**src/rtl/pulse_acq_sequencer_pkg.sv**
```systemverilog
// Shared definitions for the ultrasonic shot sequencer.
// Contents: the sequencer state enum, the datapath widths and the clock rate
// the period values are expressed against.
package pulse_acq_pkg;

  localparam int CLK_HZ = 50_000_000;

  localparam int PER_W  = 24;  // period counter / cfg_period (~0.33 s at CLK_HZ)
  localparam int PW_W   = 8;   // cfg_pulse_w
  localparam int DLY_W  = 16;  // cfg_delay
  localparam int LEN_W  = 12;  // cfg_len and samples per window
  localparam int SHOT_W = 8;   // cfg_shots and shot_cnt

  // The phase timer must hold the longest of the pulse, delay and window lengths.
  localparam int TMR_W = (DLY_W > LEN_W) ? ((DLY_W > PW_W) ? DLY_W : PW_W)
                                         : ((LEN_W > PW_W) ? LEN_W : PW_W);

  typedef enum logic [2:0] {
    IDLE,
    WAIT_BUF,
    PULSE,
    DELAY,
    ACQ,
    HOLDOFF
  } state_e;

endpackage

```
**src/rtl/pulse_acq_sequencer_if.sv**
```systemverilog
// Host/front-end signal bundle of the shot sequencer.
// master: host side - drives configuration, start/stop and buffer status,
//         observes trigger, acquisition window and run status.
// slave : the sequencer itself.
interface pulse_acq_sequencer_if;
  import pulse_acq_pkg::*;

  logic [PER_W-1:0]  cfg_period;   // shot period in clocks
  logic [PW_W-1:0]   cfg_pulse_w;  // trigger high time in clocks
  logic [DLY_W-1:0]  cfg_delay;    // trigger fall to first sample, clocks
  logic [LEN_W-1:0]  cfg_len;      // samples per shot
  logic [SHOT_W-1:0] cfg_shots;    // shots per run, 0 = continuous
  logic              start;        // one-cycle run request
  logic              stop;         // one-cycle abort request
  logic              buf_ready;    // capture buffer can take a full shot
  logic              trig_out;     // transducer trigger
  logic              acq_en;       // ADC sample-valid window
  logic              acq_first;    // first sample of window
  logic              acq_last;     // last sample of window
  logic              busy;         // run in progress
  logic              done;         // one-cycle end-of-run pulse
  logic [SHOT_W-1:0] shot_cnt;     // shots completed in current run
  logic              err_overrun;  // sticky: period elapsed before shot finished

  modport master (
    output cfg_period, cfg_pulse_w, cfg_delay, cfg_len, cfg_shots,
    output start, stop, buf_ready,
    input  trig_out, acq_en, acq_first, acq_last, busy, done, shot_cnt, err_overrun
  );

  modport slave (
    input  cfg_period, cfg_pulse_w, cfg_delay, cfg_len, cfg_shots,
    input  start, stop, buf_ready,
    output trig_out, acq_en, acq_first, acq_last, busy, done, shot_cnt, err_overrun
  );

endinterface

```
**src/rtl/pulse_acq_sequencer_shot_timer.sv**
```systemverilog
// Loadable down-counter timing the PULSE, DELAY and ACQ phases.
// Ports: clk, rst_n (sync, active-low); load_i/load_val_i load a new count;
// dec_i decrements; zero_o flags a zero count now, zero_next_o flags that the
// count will be zero after the coming edge (lets the parent register
// end-of-phase outputs without an extra cycle of latency).
module shot_timer
  import pulse_acq_pkg::*;
(
  input  logic             clk,
  input  logic             rst_n,
  input  logic             load_i,
  input  logic [TMR_W-1:0] load_val_i,
  input  logic             dec_i,
  output logic             zero_o,
  output logic             zero_next_o
);

  logic [TMR_W-1:0] cnt_q, cnt_d;

  // NOTE: combinational blocks assign every output a default first so that no
  // path through the logic leaves a value held, which would infer a latch.
  always_comb begin
    cnt_d = cnt_q;
    if (load_i) begin
      cnt_d = load_val_i;
    end else if (dec_i) begin
      cnt_d = cnt_q - 1'b1;
    end
  end

  // NOTE: clocked state uses non-blocking assignments so every register
  // samples pre-edge values regardless of statement order.
  always_ff @(posedge clk) begin
    if (!rst_n) cnt_q <= '0;
    else        cnt_q <= cnt_d;
  end

  assign zero_o      = (cnt_q == '0);
  assign zero_next_o = (cnt_d == '0);

endmodule

```
**src/rtl/pulse_acq_sequencer.sv**
```systemverilog
// Shot sequencer for the ultrasonic front end. Each shot fires the trigger
// for pulse_w clocks, waits delay clocks, then opens an acquisition window of
// len samples; shots repeat every period clocks for cfg_shots shots (0 runs
// until stop). All outputs are registered.
// Ports: clk, rst_n (sync, active-low); bus (slave modport) carrying the
// configuration, start/stop, buf_ready and all sequencer outputs.
module pulse_acq_sequencer
  import pulse_acq_pkg::*;
(
  input  logic                  clk,
  input  logic                  rst_n,
  pulse_acq_sequencer_if.slave  bus
);

  state_e            state_q, state_d;
  logic [PER_W-1:0]  period_q, per_q, per_d;
  logic [PW_W-1:0]   pw_q;
  logic [DLY_W-1:0]  dly_q;
  logic [LEN_W-1:0]  len_q;
  logic [SHOT_W-1:0] shots_q, cnt_q, cnt_d, cnt_inc;
  logic              err_q, err_d, stop_pend_q, stop_pend_d;
  logic              cfg_ld, done_d, per_hit, stop_now;
  logic              tmr_load, tmr_dec, tmr_zero, tmr_zero_next;
  logic [TMR_W-1:0]  tmr_val;
  logic              trig_q, acq_en_q, acq_first_q, acq_last_q, busy_q, done_q;

  shot_timer u_timer (
    .clk         (clk),
    .rst_n       (rst_n),
    .load_i      (tmr_load),
    .load_val_i  (tmr_val),
    .dec_i       (tmr_dec),
    .zero_o      (tmr_zero),
    .zero_next_o (tmr_zero_next)
  );

  always_comb begin
    state_d     = state_q;
    per_d       = per_q;
    cnt_d       = cnt_q;
    err_d       = err_q;
    stop_pend_d = stop_pend_q;
    cfg_ld      = 1'b0;
    done_d      = 1'b0;
    tmr_load    = 1'b0;
    tmr_val     = '0;
    tmr_dec     = 1'b0;
    per_hit     = (per_q >= period_q - 1'b1);
    cnt_inc     = cnt_q + 1'b1;
    stop_now    = stop_pend_q | bus.stop;

    // Saturating period counter; it never wraps, so HOLDOFF can always see it.
    if (!per_hit) per_d = per_q + 1'b1;

    // A running shot is never cut short: stop is only remembered, and hitting
    // the period end before the window closes is an overrun.
    if (state_q inside {PULSE, DELAY, ACQ}) begin
      stop_pend_d = stop_now;
      if (per_hit) err_d = 1'b1;
    end

    unique case (state_q)
      IDLE: begin
        if (bus.start && !bus.stop) begin
          state_d     = WAIT_BUF;
          cfg_ld      = 1'b1;
          cnt_d       = '0;
          err_d       = 1'b0;
          stop_pend_d = 1'b0;
        end
      end
      WAIT_BUF: begin
        if (bus.stop) begin
          state_d = IDLE;
          done_d  = 1'b1;
        end else if (bus.buf_ready) begin
          state_d  = PULSE;
          // The entry cycle already counts as elapsed, which makes HOLDOFF
          // plus WAIT_BUF land the next trigger exactly period clocks later.
          per_d    = PER_W'(1);
          tmr_load = 1'b1;
          tmr_val  = TMR_W'(pw_q - 1'b1);
        end
      end
      PULSE: begin
        if (tmr_zero) begin
          tmr_load = 1'b1;
          if (dly_q != '0) begin
            state_d = DELAY;
            tmr_val = TMR_W'(dly_q - 1'b1);
          end else begin
            state_d = ACQ;
            tmr_val = TMR_W'(len_q - 1'b1);
          end
        end else begin
          tmr_dec = 1'b1;
        end
      end
      DELAY: begin
        if (tmr_zero) begin
          state_d  = ACQ;
          tmr_load = 1'b1;
          tmr_val  = TMR_W'(len_q - 1'b1);
        end else begin
          tmr_dec = 1'b1;
        end
      end
      ACQ: begin
        if (tmr_zero) begin
          cnt_d = cnt_inc;
          if (stop_now || (shots_q != '0 && cnt_inc == shots_q)) begin
            state_d = IDLE;
            done_d  = 1'b1;
          end else begin
            state_d = HOLDOFF;
          end
        end else begin
          tmr_dec = 1'b1;
        end
      end
      HOLDOFF: begin
        if (bus.stop) begin
          state_d = IDLE;
          done_d  = 1'b1;
        end else if (per_hit) begin
          state_d = WAIT_BUF;
        end
      end
      default: state_d = IDLE;
    endcase
  end

  // NOTE: every register, including the captured configuration, is cleared by
  // reset so a mid-shot reset leaves no stale shot state behind.
  always_ff @(posedge clk) begin
    if (!rst_n) begin
      state_q     <= IDLE;
      per_q       <= '0;
      period_q    <= '0;
      pw_q        <= '0;
      dly_q       <= '0;
      len_q       <= '0;
      shots_q     <= '0;
      cnt_q       <= '0;
      err_q       <= 1'b0;
      stop_pend_q <= 1'b0;
      trig_q      <= 1'b0;
      acq_en_q    <= 1'b0;
      acq_first_q <= 1'b0;
      acq_last_q  <= 1'b0;
      busy_q      <= 1'b0;
      done_q      <= 1'b0;
    end else begin
      state_q     <= state_d;
      per_q       <= per_d;
      cnt_q       <= cnt_d;
      err_q       <= err_d;
      stop_pend_q <= stop_pend_d;
      if (cfg_ld) begin
        // Zero lengths are clamped to one clock; a zero delay stays zero and
        // makes PULSE hand straight over to ACQ.
        period_q <= (bus.cfg_period  == '0) ? PER_W'(1) : bus.cfg_period;
        pw_q     <= (bus.cfg_pulse_w == '0) ? PW_W'(1)  : bus.cfg_pulse_w;
        len_q    <= (bus.cfg_len     == '0) ? LEN_W'(1) : bus.cfg_len;
        dly_q    <= bus.cfg_delay;
        shots_q  <= bus.cfg_shots;
      end
      // Outputs are registered from the next state so they line up exactly
      // with the state they describe.
      trig_q      <= (state_d == PULSE);
      acq_en_q    <= (state_d == ACQ);
      acq_first_q <= (state_d == ACQ) && (state_q != ACQ);
      acq_last_q  <= (state_d == ACQ) && tmr_zero_next;
      busy_q      <= (state_d != IDLE);
      done_q      <= done_d;
    end
  end

  assign bus.trig_out    = trig_q;
  assign bus.acq_en      = acq_en_q;
  assign bus.acq_first   = acq_first_q;
  assign bus.acq_last    = acq_last_q;
  assign bus.busy        = busy_q;
  assign bus.done        = done_q;
  assign bus.shot_cnt    = cnt_q;
  assign bus.err_overrun = err_q;

endmodule

```
**src/flat_wrapper.sv**
```systemverilog
// flat-port wrapper written by rule: the top's interface ports become plain ports
module pulse_acq_sequencer_flat import pulse_acq_pkg::*;
  (clk, rst_n, bus_cfg_period, bus_cfg_pulse_w, bus_cfg_delay, bus_cfg_len, bus_cfg_shots, bus_start, bus_stop, bus_buf_ready, bus_trig_out, bus_acq_en, bus_acq_first, bus_acq_last, bus_busy, bus_done, bus_shot_cnt, bus_err_overrun);
  pulse_acq_sequencer_if bus_i ();
  input  logic clk;
  input  logic rst_n;
  input wire logic [$bits(bus_i.cfg_period)-1:0] bus_cfg_period;
  input wire logic [$bits(bus_i.cfg_pulse_w)-1:0] bus_cfg_pulse_w;
  input wire logic [$bits(bus_i.cfg_delay)-1:0] bus_cfg_delay;
  input wire logic [$bits(bus_i.cfg_len)-1:0] bus_cfg_len;
  input wire logic [$bits(bus_i.cfg_shots)-1:0] bus_cfg_shots;
  input wire logic [$bits(bus_i.start)-1:0] bus_start;
  input wire logic [$bits(bus_i.stop)-1:0] bus_stop;
  input wire logic [$bits(bus_i.buf_ready)-1:0] bus_buf_ready;
  output wire logic [$bits(bus_i.trig_out)-1:0] bus_trig_out;
  output wire logic [$bits(bus_i.acq_en)-1:0] bus_acq_en;
  output wire logic [$bits(bus_i.acq_first)-1:0] bus_acq_first;
  output wire logic [$bits(bus_i.acq_last)-1:0] bus_acq_last;
  output wire logic [$bits(bus_i.busy)-1:0] bus_busy;
  output wire logic [$bits(bus_i.done)-1:0] bus_done;
  output wire logic [$bits(bus_i.shot_cnt)-1:0] bus_shot_cnt;
  output wire logic [$bits(bus_i.err_overrun)-1:0] bus_err_overrun;
  assign bus_i.cfg_period = bus_cfg_period;
  assign bus_i.cfg_pulse_w = bus_cfg_pulse_w;
  assign bus_i.cfg_delay = bus_cfg_delay;
  assign bus_i.cfg_len = bus_cfg_len;
  assign bus_i.cfg_shots = bus_cfg_shots;
  assign bus_i.start = bus_start;
  assign bus_i.stop = bus_stop;
  assign bus_i.buf_ready = bus_buf_ready;
  assign bus_trig_out = bus_i.trig_out;
  assign bus_acq_en = bus_i.acq_en;
  assign bus_acq_first = bus_i.acq_first;
  assign bus_acq_last = bus_i.acq_last;
  assign bus_busy = bus_i.busy;
  assign bus_done = bus_i.done;
  assign bus_shot_cnt = bus_i.shot_cnt;
  assign bus_err_overrun = bus_i.err_overrun;
  pulse_acq_sequencer u_core (.clk(clk), .rst_n(rst_n), .bus(bus_i));
endmodule
```
**config.mk**
```make
export PLATFORM = sky130hd
export DESIGN_NAME = pulse_acq_sequencer_flat
export DESIGN_NICKNAME = d
export VERILOG_FILES = /design/src/rtl/pulse_acq_sequencer_pkg.sv /design/src/rtl/pulse_acq_sequencer_if.sv /design/src/rtl/pulse_acq_sequencer_shot_timer.sv /design/src/rtl/pulse_acq_sequencer.sv /design/src/flat_wrapper.sv
export SDC_FILE = /design/constraint.sdc
export NUM_CORES = 1
export LEC_CHECK = 0
export ABC_AREA = 0
export BUFFER_PORTS_ARGS = -buffer_cell sky130_fd_sc_hd__clkbuf_2
export CORE_MARGIN = 5
export CORE_UTILIZATION = 40
export CTS_CLUSTER_DIAMETER = 120
export DETAILED_ROUTE_END_ITERATION = 6
export SLEW_MARGIN = 10
export SYNTH_ARGS = -nofsm -noshare
export SYNTH_HDL_FRONTEND = slang
export SYNTH_SLANG_ARGS = --single-unit
```
**constraint.sdc**
```tcl
create_clock -name clk -period 4.5 [get_ports clk]
set_input_delay 0.45 -clock clk [delete_from_list [all_inputs] [get_ports clk]]
set_output_delay 0.45 -clock clk [all_outputs]
set_load 0.05 [all_outputs]
```
Yosys cells after proc, flatten, opt, wreduce, memory -nomap -nowiden
Index checks and enable logic that the tools add are counted.

Logic and storage cells: 106. Output and inout port bits: 15. Register bits after elaboration: 127. Input bits: 73.

Bitwise gates (word level): 1. Add/subtract/negate cells: 7. Eq/ne operators: 11. Muxes and demuxes: 48. Reduce and logical (&&, ||, !) cells: 21. Order comparisons: 1.

Operators with widths (number): $mux 24 (5); $mux 16 (7); $pmux 16 s3 (1); $logic_not 16->1 (2); $sub 16x1->16 const B (2); $mux 3 (10); $add 24x1->24 const B (1); $ge 24x24->1 (1); $logic_not 24->1 (1); $mux 8 (3); $sub 24x1->24 const B (1); $pmux 3 s6 (1); $mux 1 (17); $pmux 8 s2 (1); $reduce_bool 16->1 (1); $sub 12x1->13 const B (1); $logic_not 12->1 (1); $mux 12 (1); $eq 3x2->1 const B (3); $eq 3x3->1 const B (3); $sub 8x1->9 const B (1); $add 8x1->8 const B (1); $eq 8x8->1 (1); $logic_not 8->1 (1); 15 further kinds (22).

Longest topological paths before layout
Depth after elaboration: 9. Depth in mapped cells: 17. Gate-level depth less buffers: 16.

Modules after synthesis
Synthesis repeated with hierarchy kept, for this count alone.

Cells, all modules: 931. Area total of the unflattened synthesis: 7494.7 um^2.

By module, submodules not included: pulse_acq_sequencer (instances 1, sequential area each 2222.1 um^2, area an instance 6427.4 um^2, cells an instance 799); shot_timer (instances 1, sequential area each 320.3 um^2, area an instance 1067.3 um^2, cells an instance 132).

Worst setup path after synthesis
Ideal clock, no wire load.

Kind: register -> register. From: register u_core.period_q[2]. To: register u_core.per_q[21]. Buffers on the path: 1. Setup time: 0.070 ns. Required time: 4.430 ns. Clock period less this slack: 4.336 ns. Stages on the path, launching flop included: 17. Arrival: 4.266 ns. Path slack: 0.164 ns. Cells stage by stage: dfxtp_1 -> or4_1 -> nor2_1 -> nand2_1 -> or4_1 -> or3_1 -> nor4_1 -> xnor2_1 -> ha_1 -> a21oi_1 -> nor2b_1 -> o21ai_0 -> nand4_1 -> or4_1 -> clkbuf_1 -> or3_1 -> a21oi_1.

Word-level cells in the longest chain between the ends: 6.

RTL lines: start, declared (line pulse_acq_sequencer.sv:16) `logic [PER_W-1:0] period_q, per_q, per_d;`; start signal, assigned (line pulse_acq_sequencer.sv:162) `period_q <= (bus.cfg_period == '0) ? PER_W'(1) : bus.cfg_period;`; $sub 24x1->24 * (line pulse_acq_sequencer.sv:48) `per_hit = (per_q >= period_q - 1'b1);`; $ge 24x24->1 * (line pulse_acq_sequencer.sv:48); $mux 24 * (line pulse_acq_sequencer.sv:53) `if (!per_hit) per_d = per_q + 1'b1;`; $mux 24 (line pulse_acq_sequencer.sv:76) `end else if (bus.buf_ready) begin`; $mux 24 (line pulse_acq_sequencer.sv:73) `if (bus.stop) begin`; $mux 24 * (line pulse_acq_sequencer.sv:62) `unique case (state_q)`; end signal, assigned (line pulse_acq_sequencer.sv:155) `per_q <= per_d;`; end, declared (line pulse_acq_sequencer.sv:16).

Every way passes the cells marked *; elsewhere a longest branch is shown, timed or not. A chain may end at the register's enable or synchronous reset.

Worst setup path in the final report
From: register u_core.period_q[2]. To: register u_core.per_q[12].

Same word-level chain as after synthesis.

==> impl_metrics.json <==
{
  "outcome": "complete, no violations",
  "max_freq_mhz": 233,
  "r2r_slack_ns": 0.21,
  "top_layer_used": "met4",
  "ir_worst_vdd_mv": 0.272,
  "grt_pass1_wl_um": 32100,
  "hold_path_end": "u_core.dly_q[11]",
  "synthCells": 901,
  "die_w_um": 144,
  "ys_ff_latch": 127,
  "vias": 6683,
  "r2r-end": "u_core.per_q[12]",
  "syn-cell-area_um2": 7160,
  "synth_top_cell_by_area": "dfxtp_1",
  "h-tree-depth": 4,
  "drive_gt1_share_pct": 17.2,
  "async_reset_ff_share_pct": 0,
  "slew_headroom_pct": 42.1,
  "fill_cells": 1797,
  "synth_flop_cell": "dfxtp_1",
  "ff_latch_area_um2": 2540,
  "ys_seq_area_share_pct": 35.5,
  "die_h_um": 144,
  "cts_tree": "yes",
  "slew_violations": 0,
  "skew_ns": 0.0130,
  "crit_slowest_cell": "or4_4",
  "first_pass_iters": 5,
  "synth_top_cells_by_area": "dfxtp_1 (36%), nand2_1 (7.0%), xnor2_1 (6.7%), a21oi_1 (6.6%), ha_1 (5.4%)",
  "max_stage_delay_ns": 0.57,
  "core-area_um2": 17800,
  "portBuffers": 87,
  "placementRows": 49,
  "synth_cell_type_count": 70,
  "dieArea_um2": 20700,
  "fin_crit_sh_pct": 95.4,
  "cellPowerDensity_nw_per_um2": 399,
  "synth_top_area_share_pct": 35.5,
  "grtUsageTotal_pct": 19.3,
  "antenna_found_initial": 0,
  "p_leak_nw": 3.31,
  "wl_met3_um": 924,
  "cts-root-buf": "clkbuf_16",
  "crit_chain": "or4_1 -> nor2_2 -> nand2_1 -> or4_4 -> or3_4 -> nor4_4 -> xnor2_1 -> ha_1 -> a21oi_1 -> nor2b_1 -> o21ai_0 -> nand4_1 -> buf_4 -> or4_4 -> o21ai_0 -> a21oi_1",
  "route.met2.wl_um": 8920,
  "finalCriticalPeriod_ns": 4.29,
  "cp-start-kind": "flop",
  "rr_startpoint": "u_core.period_q[2]",
  "place_congestion": 0.890,
  "arrival_ns": 4.56,
  "m1WireLength_um": 9350,
  "clk_pin_slew_worst_paths_ns": 0.06,
  "hold_viol": 0,
  "nets": 1093,
  "ctsHoldBuffers": 0,
  "power_mw": 3.40,
  "grt_pass1_vias": 6507,
  "wl_per_cell_um": 15.9,
  "clockBufferDepth": 2,
  "drc": 0,
  "synth_edf_count": 0,
  "area_delta_synth_final_pct": 19.3,
  "diodes": 0,
  "tightest_slew_ns": 0.868,
  "multiInputGateArea_um2": 4450,
  "drt_iter0_markers": 352,
  "path_class": "flop to flop",
  "setup_viol": 0,
  "cp_top_family": "simple AND/OR/NAND/NOR gates",
  "dp.cells": 1196,
  "synth_area_per_cell_um2": 7.94,
  "grt-ovfl-total": 0,
  "maxCapViolCount": 0,
  "critPathRequiredTime_ns": 4.77,
  "hold_class": "input port to flop",
  "cp_max_fo": 6,
  "hold_start": "bus_cfg_delay[11]",
  "cp-end-kind": "flop",
  "io_pins": 88,
  "r2r_cells": 16,
  "numCtsBuffers": 17,
  "syn-num-nets": 1005,
  "cp.depth": 16,
  "start_util_pct": 40.3,
  "grt_max_degree": 51,
  "cts.sinks": 127,
  "layout.cells.non_filler": 1231,
  "critPathBufInv": 1,
  "ant_nets": 0,
  "whs_path_depth": 3,
  "wl_um": 19600,
  "yosysWarnings": 0,
  "vias_per_cell": 5.43,
  "clk_latency_ns": 0.43,
  "dp.final_hpwl_um": 14500
}
[metal layers]
metal  track usage (%)  vias to the layer above
met2              31.0                      152
met3              4.59                       41
met1              25.5                     3041
li1                  -                     3449
met5                 0                        -
met4              6.29                        0
[kinds of logic (layout without fill, tap and decap cells)]
| group | count (synthesis) | in the layout | share of synthesized area (%) |
|---|---|---|---|
| compound gates | 213 | 213 | 18.8 |
| xor+xnor | 69 | 69 | 8.44 |
| fa+ha+maj | 31 | 31 | 5.42 |
| buf+inv | 62 | 162 | 3.39 |
| flops | 127 | 127 | 35.5 |
| mux | 11 | 11 | 1.56 |
| simple gates | 388 | 389 | 26.9 |
[registers in the layout, indices dropped and copies added, names as in the netlist]
name                    cells
u_core.bus.acq_last         1
u_core.stop_pend_q          1
u_core.bus.acq_en           1
u_core.pw_q                 8
u_core.bus.busy             1
u_core.shots_q              8
u_core.len_q               12
u_core.u_timer.cnt_q       16
u_core.bus.acq_first        1
u_core.period_q            24
u_core.dly_q               16
u_core.per_q               24
u_core.bus.err_overrun      1
u_core.state_q              3
u_core.bus.shot_cnt         8
u_core.bus.trig_out         1
u_core.bus.done             1
[stage by stage]
step	setup TNS (ns)	cell area [um^2]	util, %	hold WS (ns)	setup slack (ns)
after floorplan	0	7160	-	0.438	0.164
after global placement	0	7860	44.2	0.461	0.0827
after detailed placement	0	7860	44.2	0.464	0.0190
after CTS	0	8450	47.5	0.220	0.0175
after global routing	-0.00405	8540	48.0	0.235	-0.00216
final	0	8540	48.0	0.240	0.209
[worst max-delay path by stage]
stage | start | to | slack, ns
after global placement | u_core.period_q[2] | u_core.per_q[23] | 0.08
after global routing | u_core.period_q[2] | u_core.per_q[20] | -0.002
after floorplan | u_core.period_q[2] | u_core.per_q[21] | 0.16
after detailed placement | u_core.period_q[2] | u_core.per_q[23] | 0.02
final | u_core.period_q[2] | u_core.per_q[12] | 0.21
after CTS | u_core.period_q[2] | u_core.per_q[16] | 0.02
[tightest hold or removal path, cell delays in order]
cell      delay (ns)
clkbuf_2        0.08
nand2_1         0.04
a21oi_1         0.05
[layout make-up]
type | instances | area share [%]
well taps | 229 | 3.36
clock buffers | 17 | 4.98
clock inverters | 15 | 1.86
inverters | 23 | 1.01
repair buffers | 107 | 6.90
flip-flops and latches | 127 | 29.8
multi-input cells | 713 | 52.1
[cells in the mapped netlist, types with 10 or more instances]
cell type,count
a22o_1,21
a21oi_1,94
nand4_1,13
nor2_1,78
mux2i_1,10
xor2_1,14
or3_1,30
xnor2_1,55
o21ai_0,40
nor3_1,26
or4_1,14
nand2_1,134
nand3_1,18
dfxtp_1,127
nor4_1,27
inv_1,22
clkbuf_1,35
ha_1,31
[where the power goes]
group	total, mW	internal (mW)	switching [mW]	leakage (nW)
combinational	0.780	0.332	0.448	2.01
sequential	1.24	1.18	0.0626	1.03
clock	1.39	0.821	0.565	0.269
total	3.40	2.33	1.08	3.31
[layout by cell type, fill, tap and decap left out, drive strengths merged, types with 3 or more instances in the layout]
| master | synthesis | routed |
|---|---|---|
| nor3b | 5 | 5 |
| and2 | 5 | 5 |
| nor4b | 4 | 4 |
| nor4 | 28 | 28 |
| nand2 | 134 | 134 |
| xnor2 | 55 | 55 |
| or4 | 16 | 17 |
| buf | 4 | 20 |
| nor2 | 78 | 78 |
| or3b | 4 | 4 |
| o211ai | 3 | 3 |
| nand4 | 13 | 13 |
| and3 | 6 | 6 |
| nor2b | 6 | 6 |
| nor3 | 26 | 26 |
| or2 | 3 | 3 |
| o31ai | 6 | 6 |
| o21ai | 42 | 42 |
| a21oi | 94 | 94 |
| a31oi | 6 | 6 |
| a211oi | 8 | 8 |
| ha | 31 | 31 |
| or3 | 30 | 30 |
| clkbuf | 35 | 104 |
| nand3b | 4 | 4 |
| mux2i | 10 | 10 |
| nand3 | 18 | 18 |
| xor2 | 14 | 14 |
| o221ai | 3 | 3 |
| a22o | 21 | 21 |
| and4 | 4 | 4 |
| clkinvlp | 0 | 6 |
| dfxtp | 127 | 127 |
| inv | 23 | 28 |
[what timing repair did]
item | in CTS | in global routing
pin swaps | 0 | 3
cloned | 0 | 1
endpoints found under the setup margin | 3 | 17
resized for setup | 1 | 17
setup buffers | 0 | 2
Power figures use the tool's default switching activity.
